===== src/rtl/rll_key_loader.sv =====
// rll_key_loader
// Serial key-delivery stage in front of the locked combinational core.
// A frame of KEY_W data bits (LSB first) plus one even-parity bit is shifted
// into a shadow register. Only a parity-verified key is ever placed on
// key_out; at all other times the core sees DECOY_KEY.
//
// Handshake: a bit is transferred on a rising edge where nvm_valid && nvm_ready.
// nvm_ready is a registered output, high only while the FSM is in SHIFT, and it
// drops on the same edge that accepts the parity bit, so no extra bit is taken.
//
// All outputs are registered; there is no combinational input->output path.
module rll_key_loader #(
    parameter int               KEY_W     = 16,
    parameter logic [KEY_W-1:0] DECOY_KEY = KEY_W'(16'hA5C3)
) (
    input  logic             clk,
    input  logic             rst,
    input  logic             load_start,
    input  logic             nvm_valid,
    input  logic             nvm_bit,
    output logic             nvm_ready,
    output logic [KEY_W-1:0] key_out,
    output logic             key_valid,
    output logic             key_err,
    output logic             busy,
    output logic [2:0]       dbg_state_o
);

    // Counter must reach KEY_W (the index of the parity bit).
    localparam int               CNT_W    = $clog2(KEY_W + 1);
    localparam logic [CNT_W-1:0] CNT_LAST = CNT_W'(KEY_W);

    typedef enum logic [2:0] {
        ST_IDLE  = 3'd0,
        ST_SHIFT = 3'd1,
        ST_CHECK = 3'd2,
        ST_DONE  = 3'd3,
        ST_ERR   = 3'd4
    } state_t;

    state_t             state_q,  state_d;
    logic [CNT_W-1:0]   cnt_q,    cnt_d;
    logic [KEY_W-1:0]   shadow_q, shadow_d;
    logic               par_q,    par_d;
    logic [KEY_W-1:0]   key_q,    key_d;
    logic               valid_q,  valid_d;
    logic               err_q,    err_d;
    logic               ready_q,  ready_d;
    logic               busy_q,   busy_d;

    logic               accept;

    // ready_q is only ever set while in SHIFT, so this is the full transfer
    // condition.
    assign accept = nvm_valid && ready_q;

    // Next-state and next-output logic; every register holds by default.
    always_comb begin
        state_d  = state_q;
        cnt_d    = cnt_q;
        shadow_d = shadow_q;
        par_d    = par_q;
        key_d    = key_q;
        valid_d  = valid_q;
        err_d    = err_q;
        ready_d  = ready_q;
        busy_d   = busy_q;

        case (state_q)
            // Idle or holding a result: a start request clears any committed
            // key and error, hides the old key behind the decoy, and opens
            // the serial port on the very same edge.
            ST_IDLE, ST_DONE, ST_ERR: begin
                if (load_start) begin
                    state_d  = ST_SHIFT;
                    cnt_d    = '0;
                    shadow_d = '0;
                    par_d    = 1'b0;
                    key_d    = DECOY_KEY;
                    valid_d  = 1'b0;
                    err_d    = 1'b0;
                    ready_d  = 1'b1;
                    busy_d   = 1'b1;
                end
            end

            // Collect data bits into the shadow register; the bit taken
            // when the count equals KEY_W is the parity bit. load_start is
            // deliberately ignored here.
            ST_SHIFT: begin
                if (accept) begin
                    par_d = par_q ^ nvm_bit;
                    if (cnt_q == CNT_LAST) begin
                        state_d = ST_CHECK;
                        ready_d = 1'b0;
                    end else begin
                        for (int i = 0; i < KEY_W; i++) begin
                            if (cnt_q == CNT_W'(i)) begin
                                shadow_d[i] = nvm_bit;
                            end
                        end
                        cnt_d = cnt_q + CNT_W'(1);
                    end
                end
            end

            // One-cycle verdict: an even total of ones commits the shadow
            // key, anything else keeps the decoy and flags an error.
            ST_CHECK: begin
                ready_d = 1'b0;
                busy_d  = 1'b0;
                if (!par_q) begin
                    key_d   = shadow_q;
                    valid_d = 1'b1;
                    err_d   = 1'b0;
                    state_d = ST_DONE;
                end else begin
                    key_d   = DECOY_KEY;
                    valid_d = 1'b0;
                    err_d   = 1'b1;
                    state_d = ST_ERR;
                end
            end

            default: begin
                state_d  = ST_IDLE;
                cnt_d    = '0;
                shadow_d = '0;
                par_d    = 1'b0;
                key_d    = DECOY_KEY;
                valid_d  = 1'b0;
                err_d    = 1'b0;
                ready_d  = 1'b0;
                busy_d   = 1'b0;
            end
        endcase
    end

    // State and output registers; reset discards any partial frame.
    always_ff @(posedge clk) begin
        if (rst) begin
            state_q  <= ST_IDLE;
            cnt_q    <= '0;
            shadow_q <= '0;
            par_q    <= 1'b0;
            key_q    <= DECOY_KEY;
            valid_q  <= 1'b0;
            err_q    <= 1'b0;
            ready_q  <= 1'b0;
            busy_q   <= 1'b0;
        end else begin
            state_q  <= state_d;
            cnt_q    <= cnt_d;
            shadow_q <= shadow_d;
            par_q    <= par_d;
            key_q    <= key_d;
            valid_q  <= valid_d;
            err_q    <= err_d;
            ready_q  <= ready_d;
            busy_q   <= busy_d;
        end
    end

    assign nvm_ready   = ready_q;
    assign key_out     = key_q;
    assign key_valid   = valid_q;
    assign key_err     = err_q;
    assign busy        = busy_q;
    assign dbg_state_o = state_q;

endmodule


===== config.mk =====
export PLATFORM = sky130hd
export DESIGN_NAME = rll_key_loader
export DESIGN_NICKNAME = d
export VERILOG_FILES = /design/src/rtl/rll_key_loader.sv
export SDC_FILE = /design/constraint.sdc
export NUM_CORES = 1
export LEC_CHECK = 0
export BUFFER_PORTS_ARGS = -buffer_cell sky130_fd_sc_hd__buf_2
export CORE_ASPECT_RATIO = 0.6
export CORE_MARGIN = 1
export CORE_UTILIZATION = 57
export DETAILED_ROUTE_END_ITERATION = 8
export GPL_TIMING_DRIVEN = 0
export MAX_ROUTING_LAYER = met4
export PLACE_DENSITY = 0.79
export SLEW_MARGIN = 0
export SYNTH_ARGS = -nofsm -noshare
export SYNTH_HDL_FRONTEND = slang
export SYNTH_SLANG_ARGS = --single-unit

===== constraint.sdc =====
create_clock -name clk -period 1.9 [get_ports clk]
set_input_delay 0.19 -clock clk [delete_from_list [all_inputs] [get_ports clk]]
set_output_delay 0.19 -clock clk [all_outputs]
set_load 0.01 [all_outputs]

==> flow_summary.yaml <==
outcome:
  run_status: "completed"
drt:
  post_route_drc_violation_count: 0
  ant_nets: 0
  drtIter0Drc: 135
  via_count: 1875
  detailedRoute.firstPassIterationCount: 4
  vias_per_cell: 6.01
  detail_route.wirelength_um: 5250
  routed_wire_length_per_instance_um: 16.8
floorplan:
  fp-row-count: 17
  floorplan.die.width_um: 82.4
  area_of_the_die_um2: 4140
  design.portCount: 28
  initial_utilization_pct: 59.8
  fp.dieH_um: 50.3
  core_region_area_um2: 3700
yosys:
  seq_area_frac_synth_pct: 40.7
  ys.flop_type: "sky130_fd_sc_hd__dfxtp_1"
  asyncSetResetFlopFracSynth_pct: 0
  synth_nets: 241
  ys_ff_latch: 45
  synth.avg_cell_area_um2: 9.58
  synth_edf_count: 0
  netlist_area_um2: 2210
  post_synth_num_cell_types: 47
  yosys_warnings: 0
  syn_inst: 231
pwr:
  p_seq_share_pct: 51.2
  power_per_cell_area_nw_per_um2: 767
  power.share.combinational_pct: 16.6
  p_sw_w: 0.000563
  internal_power_w: 0.00135
  sw_ratio_pct: 29.4
  p_leak_nw: 1.06
  share_clk_of_total_power_pct: 32.2
  peak_supply_drop_mv: 0.586
layout:
  post_route_cells_drive_above_1_share_pct: 28.7
  syn_to_final_growth_pct: 12.8
  layout_common_cells: "sky130_fd_sc_hd__dfxtp_1, sky130_fd_sc_hd__buf_2, sky130_fd_sc_hd__nand2_1"
  commonest_non_fill_non_tap_cell_in_the_layout: "sky130_fd_sc_hd__dfxtp_1"
  antenna_fix_cells: 0
  finalNonFillerCells: 312
  layout.nets: 274
  design_area_um2: 2490
critical_path:
  critical_path_class: "register to register"
  critical-path-top-delay-family: "simple AND/OR/NAND/NOR gates"
  path_cells: "inv_1 -> ha_1 -> and4bb_2 -> nor3b_2 -> o22ai_1 -> a22o_1"
  slowest_stage: "sky130_fd_sc_hd__dfxtp_1"
  critPathArrivalTime_ns: 1.97
  crit_path_start_kind: "register"
  worst_setup_path_end_kind: "register"
  worstPathBufferInverterCount: 1
  worst_ep_required_time_ns: 2.10
  largest_driver_fanout_on_the_critical_path: 6
  regToRegSetupSlack_ns: 0.12
  crit_path_max_incr_delay_ns: 0.42
  worst_r2r_startpoint: "cnt_q[1]"
  timing.critical_path.from: "cnt_q[1]"
sta:
  slew_headroom_pct: 67.7
  finalHoldViolCount: 0
  slew_violations: 0
  unrepaired_setup_endpoints_after_global_routing: "false"
  report.final.setup_viol: 0
  timing.clock.skew_ns: 0.00794
  min_period_over_period_pct: 93.6
  post_layout_min_period_ns: 1.78
  tightest_slew_ns: 0.483
  fmax_mhz: 562
  tns_ns: 0
hold_path:
  min_delay_worst_type: "primary input to register"
  min-delay-start: "load_start"
clocking:
  htree_num_levels: 2
  postCtsSetupRepairBufs: 0
  cts_tree: "built"
  cts.reportedPaths.clkPinSlew_ns: 0.09
  total_clock_sinks: 45
  cts_root_buffer: "sky130_fd_sc_hd__clkbuf_8"
  tritoncts.num_buffers: 5
  clk-insertion-delay-late_ns: 0.30
  clock_path_buffers: 2
grt:
  overall_track_demand_over_capacity_in_global_routing_pct: 28.0
  grt.overflow.total: 0
  grt_antenna_before_repair: 0
  grt_max_degree: 16
  first_global_vias: 1620
  grt_first_pass_wirelength_um: 8260
placed_design:
  number_of_cells_in_the_design_after_placement: 304
  io_buffer_count: 26
  place_congestion: 0.936
  dpl_cell_area_um2: 2400
  post-dp-hpwl_um: 3790
flow_run:
  maxCapViolations: 0
[flip-flops by register name, indices dropped and copies added (netlist names)]
| register | cells |
|---|---|
| busy | 1 |
| cnt_q | 5 |
| dbg_state_o | 3 |
| key_err | 1 |
| key_out | 16 |
| key_valid | 1 |
| nvm_ready | 1 |
| par_q | 1 |
| shadow_q | 16 |
[power groups by stage]
stage          clock, W  sequential [W]  combinational, W
2_1_floorplan         0         0.00101          0.000224
6_report       0.000616        0.000980          0.000318
4_1_cts        0.000617        0.000981          0.000316
5_1_grt        0.000662        0.000985          0.000344
3_5_place_dp          0         0.00100          0.000315
3_3_place_gp          0         0.00100          0.000313
[tightest hold or removal path, stage by stage]
cell and delay (ns):
sky130_fd_sc_hd__buf_2 0.14, sky130_fd_sc_hd__a21oi_1 0.13, sky130_fd_sc_hd__nor3b_1 0.06
[path summary, 6_finish.rpt]
kind / endpoint / cells after the start
worst max-delay path: shadow_q[15] / 6
worst min-delay path: busy / 3
worst max register to register: shadow_q[15] / 6
worst min register to register: key_out[10] / 2
[logic make-up after synthesis]
logic type	Yosys count	share of synthesized area, %
adders and majority gates	5	2.83
DFF	45	40.7
buffers and inverters	21	5.77
AOI/OAI and AO/OA	71	25.9
and+or+nand+nor	89	24.8
[timing repair]
item,CTS,global route
gates resized for setup,0,2
endpoints found under the setup margin,0,1
hold buffers,0,0
[cell type report]
class	instances	area, um2
multi-input combinational	165	1190
sequential	45	902
buffer	16	109
tap	47	58.8
timing repair buffer	26	130
clock inverter	3	21.3
clock buffer	5	68.8
inverter	5	18.8
fill	304	1210
[through the flow]
| step | hold slack (ns) | worst slack (ns) | power (W) | util (%) |
|---|---|---|---|---|
| floorplan | 0.392 | 0.355 | 0.00124 | - |
| CTS | 0.248 | 0.0587 | 0.00191 | 67.3 |
| detailed placement | 0.459 | 0.0709 | 0.00132 | 64.9 |
| global route | 0.275 | 0.0256 | 0.00199 | 67.4 |
| finish | 0.254 | 0.122 | 0.00191 | 67.4 |
| global placement | 0.448 | 0.111 | 0.00131 | 64.9 |
[Yosys cell counts, types with 2 or more instances]
cell type / n / area share (%)
sky130_fd_sc_hd__buf_2: 8 / 1.8
sky130_fd_sc_hd__a21oi_1: 4 / 0.91
sky130_fd_sc_hd__or2_2: 2 / 0.57
sky130_fd_sc_hd__o22ai_2: 10 / 5.7
sky130_fd_sc_hd__nor2_2: 3 / 0.85
sky130_fd_sc_hd__buf_4: 2 / 0.68
sky130_fd_sc_hd__o22ai_1: 14 / 4.0
sky130_fd_sc_hd__buf_6: 4 / 2.0
sky130_fd_sc_hd__a31oi_1: 3 / 0.85
sky130_fd_sc_hd__ha_1: 5 / 2.8
sky130_fd_sc_hd__nor3_1: 5 / 1.1
sky130_fd_sc_hd__and3_1: 16 / 4.5
sky130_fd_sc_hd__nor2_1: 18 / 3.1
sky130_fd_sc_hd__nor3_4: 2 / 1.5
sky130_fd_sc_hd__o2bb2ai_1: 2 / 0.79
sky130_fd_sc_hd__and2_1: 2 / 0.57
sky130_fd_sc_hd__inv_1: 5 / 0.85
sky130_fd_sc_hd__o21ai_0: 4 / 0.91
sky130_fd_sc_hd__or3_1: 2 / 0.57
sky130_fd_sc_hd__nor2b_1: 5 / 1.4
sky130_fd_sc_hd__a21o_1: 3 / 1.0
sky130_fd_sc_hd__nand2_1: 19 / 3.2
sky130_fd_sc_hd__dfxtp_1: 45 / 41
sky130_fd_sc_hd__a22o_1: 12 / 4.8
sky130_fd_sc_hd__a22oi_1: 9 / 3.1
sky130_fd_sc_hd__nand3b_1: 2 / 0.68
sky130_fd_sc_hd__a32o_1: 5 / 2.3
[metal layers]
metal / part of all wire (%) / GRT usage, % / wire, um / vias up
met1: 51 / 41.4 / 2680 / 870
met4: 0.36 / 5.85 / 19 / 0
li1: - / - / - / 935
met5: 0 / - / 0 / -
met2: 41 / 37.7 / 2150 / 68
met3: 7.7 / 7.27 / 405 / 2
Power figures use the tool's default switching activity.
